===== src/rtl/warn_lamp_driver.sv =====
// rtl/warn_lamp_driver.sv - brake-oil warning lamp/buzzer alarm stage with glitch filter
//
// Consumes the brake-oil warning level and rejects glitches shorter than
// CONFIRM_CYCLES. While the alarm is unacknowledged it blinks the lamp and
// sounds the buzzer for a limited time. Once acknowledged it holds the lamp
// steady until the warning has stayed clear for CLEAR_CYCLES. It also counts
// confirmed alarm events, saturating at 255.
//
// Optional build macro:
//   WARN_LATCH_EN  when defined, an unacknowledged alarm ignores warn=0 and is
//                  left only through ack (the alarm stays latched).
//
// Ports:
//   clock           in   1  system clock, rising edge
//   reset           in   1  asynchronous active-low reset
//   warn_break_oil  in   1  warning level from the brake-oil detector
//   ack             in   1  driver acknowledge (level)
//   lamp            out  1  warning lamp drive (registered)
//   buzzer          out  1  buzzer drive (registered)
//   alarm_active    out  1  high in ALARM, ACKED and CLEARING (registered)
//   warn_count      out  8  confirmed-alarm counter, saturating

module warn_lamp_driver #(
    parameter int CONFIRM_CYCLES = 8,
    parameter int BLINK_HALF     = 16,
    parameter int BUZZ_CYCLES    = 64,
    parameter int CLEAR_CYCLES   = 8
) (
    input  logic       clock,
    input  logic       reset,
    input  logic       warn_break_oil,
    input  logic       ack,
    output logic       lamp,
    output logic       buzzer,
    output logic       alarm_active,
    output logic [7:0] warn_count
);

    // The confirm and clear phases never overlap, so they share one counter
    // sized for the larger of the two limits.
    localparam int CONF_W  = $clog2(CONFIRM_CYCLES);
    localparam int CLR_W   = $clog2(CLEAR_CYCLES);
    localparam int CNT_RAW = (CONF_W > CLR_W) ? CONF_W : CLR_W;
    localparam int CNT_W   = (CNT_RAW > 0) ? CNT_RAW : 1;
    localparam int BLK_RAW = $clog2(BLINK_HALF);
    localparam int BLK_W   = (BLK_RAW > 0) ? BLK_RAW : 1;
    localparam int BUZ_RAW = $clog2(BUZZ_CYCLES);
    localparam int BUZ_W   = (BUZ_RAW > 0) ? BUZ_RAW : 1;

    localparam logic [CNT_W-1:0] CONFIRM_LAST = CNT_W'(CONFIRM_CYCLES - 1);
    localparam logic [CNT_W-1:0] CLEAR_LAST   = CNT_W'(CLEAR_CYCLES - 1);
    localparam logic [CNT_W-1:0] CNT_ONE      = CNT_W'(1);
    localparam logic [BLK_W-1:0] BLINK_LAST   = BLK_W'(BLINK_HALF - 1);
    localparam logic [BUZ_W-1:0] BUZZ_LAST    = BUZ_W'(BUZZ_CYCLES - 1);

    typedef enum logic [2:0] {
        ST_IDLE     = 3'd0,
        ST_CONFIRM  = 3'd1,
        ST_ALARM    = 3'd2,
        ST_ACKED    = 3'd3,
        ST_CLEARING = 3'd4
    } state_t;

    state_t           state_q, state_d;
    logic [CNT_W-1:0] cnt_q, cnt_d;
    logic [BLK_W-1:0] blink_q, blink_d;
    logic [BUZ_W-1:0] buzz_q, buzz_d;
    logic             acked_q, acked_d;
    logic             lamp_q, lamp_d;
    logic             buzzer_q, buzzer_d;
    logic             active_q, active_d;
    logic [7:0]       count_q, count_d;

    logic             enter_alarm;
    logic             alarm_lamp;
    logic             alarm_buzz;
    logic             clear_on_low;

`ifdef WARN_LATCH_EN
    assign clear_on_low = 1'b0;
`else
    assign clear_on_low = 1'b1;
`endif

    always_ff @(posedge clock or negedge reset) begin
        if (!reset) begin
            state_q  <= ST_IDLE;
            cnt_q    <= '0;
            blink_q  <= '0;
            buzz_q   <= '0;
            acked_q  <= 1'b0;
            lamp_q   <= 1'b0;
            buzzer_q <= 1'b0;
            active_q <= 1'b0;
            count_q  <= 8'd0;
        end else begin
            state_q  <= state_d;
            cnt_q    <= cnt_d;
            blink_q  <= blink_d;
            buzz_q   <= buzz_d;
            acked_q  <= acked_d;
            lamp_q   <= lamp_d;
            buzzer_q <= buzzer_d;
            active_q <= active_d;
            count_q  <= count_d;
        end
    end

    always_comb begin
        state_d     = state_q;
        cnt_d       = cnt_q;
        blink_d     = blink_q;
        buzz_d      = buzz_q;
        acked_d     = acked_q;
        count_d     = count_q;
        enter_alarm = 1'b0;
        alarm_lamp  = lamp_q;
        alarm_buzz  = buzzer_q;

        unique case (state_q)
            ST_IDLE: begin
                if (warn_break_oil) begin
                    state_d = ST_CONFIRM;
                    cnt_d   = CNT_ONE;
                end
            end

            ST_CONFIRM: begin
                if (!warn_break_oil) begin
                    state_d = ST_IDLE;
                end else if (cnt_q == CONFIRM_LAST) begin
                    enter_alarm = 1'b1;
                    acked_d     = 1'b0;
                    count_d     = (count_q == 8'hFF) ? count_q : count_q + 8'd1;
                end else begin
                    cnt_d = cnt_q + CNT_ONE;
                end
            end

            ST_ALARM: begin
                if (ack) begin
                    state_d = ST_ACKED;
                    acked_d = 1'b1;
                end else if (!warn_break_oil && clear_on_low) begin
                    state_d = ST_CLEARING;
                    cnt_d   = CNT_ONE;
                end else begin
                    if (blink_q == BLINK_LAST) begin
                        blink_d    = '0;
                        alarm_lamp = ~lamp_q;
                    end else begin
                        blink_d = blink_q + BLK_W'(1);
                    end
                    // The buzz timer freezes once the buzzer has timed out.
                    if (buzzer_q) begin
                        if (buzz_q == BUZZ_LAST) begin
                            alarm_buzz = 1'b0;
                        end else begin
                            buzz_d = buzz_q + BUZ_W'(1);
                        end
                    end
                end
            end

            ST_ACKED: begin
                if (!warn_break_oil) begin
                    state_d = ST_CLEARING;
                    cnt_d   = CNT_ONE;
                end
            end

            ST_CLEARING: begin
                if (warn_break_oil) begin
                    // An ack arriving on the same edge as the returning warning
                    // counts as acknowledgement, so the lamp stays steady.
                    if (acked_q || ack) begin
                        state_d = ST_ACKED;
                        acked_d = 1'b1;
                    end else begin
                        enter_alarm = 1'b1;
                    end
                end else begin
                    if (ack) begin
                        acked_d = 1'b1;
                    end
                    if (cnt_q == CLEAR_LAST) begin
                        state_d = ST_IDLE;
                    end else begin
                        cnt_d = cnt_q + CNT_ONE;
                    end
                end
            end

            default: begin
                state_d = ST_IDLE;
            end
        endcase

        if (enter_alarm) begin
            state_d    = ST_ALARM;
            blink_d    = '0;
            buzz_d     = '0;
            alarm_lamp = 1'b1;
            alarm_buzz = 1'b1;
        end
    end

    // Registered outputs follow the state being entered on this edge.
    always_comb begin
        lamp_d   = 1'b0;
        buzzer_d = 1'b0;
        active_d = 1'b0;
        unique case (state_d)
            ST_ALARM: begin
                lamp_d   = alarm_lamp;
                buzzer_d = alarm_buzz;
                active_d = 1'b1;
            end
            ST_ACKED, ST_CLEARING: begin
                lamp_d   = 1'b1;
                active_d = 1'b1;
            end
            default: begin
                lamp_d   = 1'b0;
                buzzer_d = 1'b0;
                active_d = 1'b0;
            end
        endcase
    end

    assign lamp         = lamp_q;
    assign buzzer       = buzzer_q;
    assign alarm_active = active_q;
    assign warn_count   = count_q;

endmodule

===== config.mk =====
export PLATFORM = sky130hd
export DESIGN_NAME = warn_lamp_driver
export DESIGN_NICKNAME = d
export VERILOG_FILES = /design/src/rtl/warn_lamp_driver.sv
export SDC_FILE = /design/constraint.sdc
export NUM_CORES = 1
export LEC_CHECK = 0
export CORE_MARGIN = 2
export CORE_UTILIZATION = 60
export DETAILED_ROUTE_END_ITERATION = 10
export PLACE_DENSITY = 0.84
export SKIP_CTS_REPAIR_TIMING = 1
export SYNTH_ARGS = -nofsm -noshare
export SYNTH_HDL_FRONTEND = slang
export SYNTH_SLANG_ARGS = --single-unit
export TNS_END_PERCENT = 10

===== constraint.sdc =====
create_clock -name clock -period 5 [get_ports clock]
set_input_delay 0.5 -clock clock [delete_from_list [all_inputs] [get_ports clock]]
set_output_delay 0.5 -clock clock [all_outputs]
set_load 0.005 [all_outputs]

Word level (Yosys, flattened, before mapping)
Index checks and enable logic that the tools add are counted.
- logic and storage cells: 106
- register bits: 28
- $add $sub $neg: 4
- mux-type cells: 52
- bitwise logic cells: 2
- reductions and logical operators: 16
- equal/unequal tests: 23
- operators by type and width (cell ; count):
    3-bit two-way mux ; 14
    6-bit two-way mux ; 6
    3-bit one-hot mux with 5 select lines ; 2
    1-bit two-way mux ; 22
    4-bit two-way mux ; 5
    3-bit != test (second input constant) ; 5
    3-bit by 2-bit equality test with 1-bit output (second input constant) ; 4
    2-bit != test (second input constant) ; 6
    4-bit AND reduction ; 3
    5-bit AND reduction ; 2
    3-bit equality test (second input constant) ; 3
    8-bit by 1-bit adder with 8-bit output (second input constant) ; 1
    8-bit equality test (second input constant) ; 1
    6-bit by 1-bit adder with 6-bit output (second input constant) ; 1
    6-bit equality test (second input constant) ; 1
    3-bit AND reduction ; 2
    2-bit nonzero test ; 3
    5-bit nonzero test ; 1
    4-bit by 1-bit adder with 4-bit output (second input constant) ; 1
    4-bit equality test (second input constant) ; 1
    1-bit one-hot mux with 2 select lines ; 2
    3-bit by 1-bit adder with 3-bit output (second input constant) ; 1
    3-bit by 1-bit equality test with 1-bit output (second input constant) ; 1
    3-bit zero test ; 1
    7 further kinds ; 8

Logic depth before layout (Yosys ltp)
- depth in word-level cells: 8
- gate-level depth with buffers: 7
- depth with buffers taken out: 7

Least setup slack after synthesis
Ideal clock, no wire load.
- kind: flip-flop to flip-flop
- from: reg cnt_q[0]
- to: reg cnt_q[0]
- data required time: 4.875 ns
- arrival: 1.786 ns
- slack: 3.089 ns
- path buffers: 0
- clock period less this slack: 1.911 ns
- stages on the path, launching flop included: 6
- path through: dfrtp_1 > ha_1 > ha_1 > or4b_4 > o22a_2 > mux2_4
- cells in the longest elaborated chain, start to end: 4
- elaborated cells between the ends (all ways): 8
- classes of those cells: add/sub: 1; eq/ne: 1; mux: 6
- ends and longest elaborated chain (what ; line ; source):
    start, declared ; 65 ; logic [CNT_W-1:0] cnt_q, cnt_d;
    start signal, assigned ; 98 ; cnt_q <= cnt_d;
    3-bit by 1-bit adder with 3-bit output / 3-bit equality test (equally long branches) ; n/a ;
    3-bit two-way mux ; 131, 186 ;
    3-bit two-way mux, on equally long branches ; 173, 129 ;
    3-bit one-hot mux with 5 select lines (*) ; 120 ; unique case (state_q)
Mark *: on every way between the ends. The rest lies on a longest branch, timed or not. The select of a mux whose other input is x is not followed.
A chain may end at the register's enable or synchronous reset.

Worst setup path in the final report
Ends and elaborated chain as after synthesis.

==> flow_summary_export.csv <==
group,metric,value,unit
timing,fin_skew,0.002145,ns
floorplanning,initial_core_util,0.6147,
finish,num_antenna_cells,0,
pwr,ir_worst_vdd,0.2964,mV
floorplanning,die_area,2883,µm²
logic_synthesis,synth_top_cell_by_area,"dfrtp_1",
critical_path,crit_buf_inv,0,
timing,finalSetupViolCount,0,
detailed_routing,routed_wl,2.854,mm
critical_path,critPathMaxFanout,3,
job,maxCapViolCount,0,
cts,cts_sinks,28,
cts,cts_tree,"done",
finish,fill_cells,181,
timing,slew_violations,0,
logic_synthesis,syn-num-nets,159,
logic_synthesis,yosys_warnings,0,
cts,cts_root_buf,"clkbuf_4",
critical_path,crit_top_cell,"ha_1",
timing,fmax,492.4,MHz
critical_path,critical_path.slowest_cell,"or4b_4",
pwr,power_frac_seq,0.539,
critical_path,crit_chain,"ha_1 -> ha_1 -> or4b_4 -> o22a_2 -> mux2_4",
placed_design,numPlacedInstances,191,
pwr,p_comb_frac,0.264,
timing,totalNegativeSetupSlack,0,ns
global_route,grt_usage,0.2176,
floorplanning,fp.dieH,53.69,µm
detailed_routing,vias,1115,
status,status,"complete, no violations",
cts,clock_latency,0.33,ns
finish,multiInputGateArea,723.2,µm²
detailed_routing,first_pass_iters,4,
critical_path,crit_family,"simple AND/OR/NAND/NOR gates",
pwr,p_int,389.2,µW
floorplanning,io_pins,15,
detailed_routing,drc,0,
global_route,grt_pass1_wl,4.505,mm
critical_path,end_kind,"flop",
logic_synthesis,synth_top_cell_area_share,0.4730,
finish,final_common_cell,"dfrtp_1",
placed_design,dp_hpwl,2.121,mm
cts,cts_max_level,1,
critical_path,cp.arrival,2.26,ns
timing,hold_viol,0,
logic_synthesis,syn_inst,150,
cts,cts_max_path_buffers,2,
placed_design,place_congestion,0.8379,
detailed_routing,ant_nets,0,
logic_synthesis,ys_top_cells_by_area,"dfrtp_1, xnor2_1, nand2_1, ha_1, nor2_1",
timing,period_needed,2.031,ns
finish,seq_area,700.7,µm²
critical_path,crit_required,5.23,ns
timing,worstMarginPinSlew,0.6817,ns
global_route,grt_max_degree,29,
finish,final_cell_mix,"dfrtp_1, nand2_1, clkdlybuf4s50_1",
critical_path,slowest_delay,0.49,ns
logic_synthesis,ys_seq_area_frac,0.4730,
logic_synthesis,ys_types,38,
timing,rsz0062_at_grt,"false",
hold_path,min_path_type,"reg -> reg",
detailed_routing,wl_per_cell,14.64,µm
detailed_routing,drt_first_iter_violations,16,
pwr,power_frac_clock,0.197,
finish,syn2layout_area_growth,12.58,%
global_route,grt_pass1_vias,1012,
global_route,grt-ovfl-total,0,
timing,max_slew_margin,0.5407,
pwr,switching_share,0.3110,
cts,numCtsBuffers,3,
cts,path_clk_slew,0.15,ns
logic_synthesis,ys_seq_elements,28,
logic_synthesis,netlist_area,1481,µm²
pwr,powerDensity,338.7,nW/µm²
finish,fin_nets,175,
floorplanning,coreArea,2410,µm²
timing,period_share,0.4062,
detailed_routing,vias_per_cell,5.718,
pwr,power.leakage,0.0007691,µW
critical_path,critical_path_class,"reg -> reg",
placed_design,io_buffers,14,
floorplanning,rows,18,
floorplanning,die_x,53.69,µm
critical_path,crit_path_start_kind,"flop",
global_route,antenna_found_initial,0,
finish,layout-drive-gt1-share,0.09697,
finish,final_cells,195,
pwr,p_switching,175.7,µW
logic_synthesis,syn_area_per_cell,9.876,µm²
[worst register-to-register path: cells and delay by family, from the launching register on]
family / cells / cell delay (ns)
and+or+nand+nor: 1 / 0.49
DFF: 1 / 0.44
adders and majority gates: 2 / 0.42
muxes: 1 / 0.31
AOI/OAI and AO/OA: 1 / 0.28
[area by class of cell]
cell class                      instances  share of cell area
Tap cell                               30             0.02251
Timing Repair Buffer                   15             0.08852
Clock buffer                            4             0.02176
Inverter                                6             0.01350
Multi-Input combinational cell        112              0.4336
Sequential cell                        28              0.4201
[Yosys cell counts, drive strengths merged]
| cell | count |
|---|---|
| nor2 | 13 |
| nor4 | 3 |
| or3 | 2 |
| or4b | 1 |
| a21o | 1 |
| buf | 4 |
| a31oi | 1 |
| a2bb2oi | 1 |
| nand3 | 7 |
| and3b | 1 |
| nor3 | 3 |
| nand4 | 5 |
| xnor2 | 10 |
| or3b | 1 |
| xor2 | 4 |
| nand2 | 20 |
| dfrtp | 28 |
| mux2 | 2 |
| a21oi | 6 |
| nand3b | 1 |
| a31o | 1 |
| ha | 5 |
| and3 | 2 |
| o22a | 1 |
| or2 | 2 |
| o21ai | 6 |
| o21a | 1 |
| o22ai | 1 |
| o211ai | 1 |
| nand2b | 2 |
| or2b | 2 |
| mux2i | 3 |
| and2b | 3 |
| inv | 6 |
[worst paths after layout]
| check | from | endpoint | slack, ns | depth (start not counted) |
|---|---|---|---|---|
| setup / recovery | cnt_q[0]$_DFFE_PN0P_ | cnt_q[0]$_DFFE_PN0P_ | 2.97 | 5 |
| setup reg to reg | cnt_q[0]$_DFFE_PN0P_ | cnt_q[0]$_DFFE_PN0P_ | 2.97 | 5 |
| min in group asynchronous | reset | cnt_q[1]$_DFFE_PN0P_ | 0.52 | 2 |
| hold / removal | warn_count[7]$_DFFE_PN0P_ | warn_count[7]$_DFFE_PN0P_ | 0.51 | 1 |
| hold reg to reg | warn_count[7]$_DFFE_PN0P_ | warn_count[7]$_DFFE_PN0P_ | 0.51 | 1 |
| max in group asynchronous | reset | warn_count[6]$_DFFE_PN0P_ | 4.23 | 2 |
[metal layers]
metal | part of all wire | GRT usage
met2 | 0.50 | 0.3516
met5 | 0 | 0
met1 | 0.46 | 0.3029
met3 | 0.032 | 0.03333
met4 | 0.012 | 0.06410
[state kept, by name (all words and copies together) (netlist names)]
name          cells
cnt_q             3
alarm_active      1
lamp              1
warn_count        8
buzzer            1
state_q           3
acked_q           1
buzz_q            6
blink_q           4
[metrics by stage]
step | worst slack, ns | util | hold WS, ns | cell area [µm²] | power (µW)
2_1_floorplan | 3.089 | - | 0.2044 | 1481 | 406.8
3_3_place_gp | 2.793 | 0.6771 | 0.4850 | 1632 | 442.7
3_5_place_dp | 2.717 | 0.6771 | 0.4950 | 1632 | 458.4
4_1_cts | 2.975 | 0.6921 | 0.5156 | 1668 | 568.0
5_1_grt | 2.813 | 0.6921 | 0.5374 | 1668 | 602.4
6_report | 2.969 | 0.6921 | 0.5103 | 1668 | 564.8
[power by group through the flow]
| stage | registers, µW | clock network (µW) | logic (µW) |
|---|---|---|---|
| 2_1_floorplan | 293 | 0 | 114 |
| 3_3_place_gp | 304 | 0 | 139 |
| 3_5_place_dp | 308 | 0 | 150 |
| 4_1_cts | 304 | 113 | 151 |
| 5_1_grt | 310 | 122 | 171 |
| 6_report | 304 | 111 | 149 |
[cell families (layout without fill, tap and decap cells)]
family	Yosys count	in the layout	share of synthesized area
buffers and inverters	10	25	0.03885
AOI/OAI and AO/OA	20	20	0.08279
xor gates and xnor gates	14	14	0.08277
DFF	28	28	0.4730
adders and majority gates	5	5	0.04223
and+or+nand+nor	68	68	0.2424
muxes	5	5	0.03800
(Power assumes the default switching activity.)
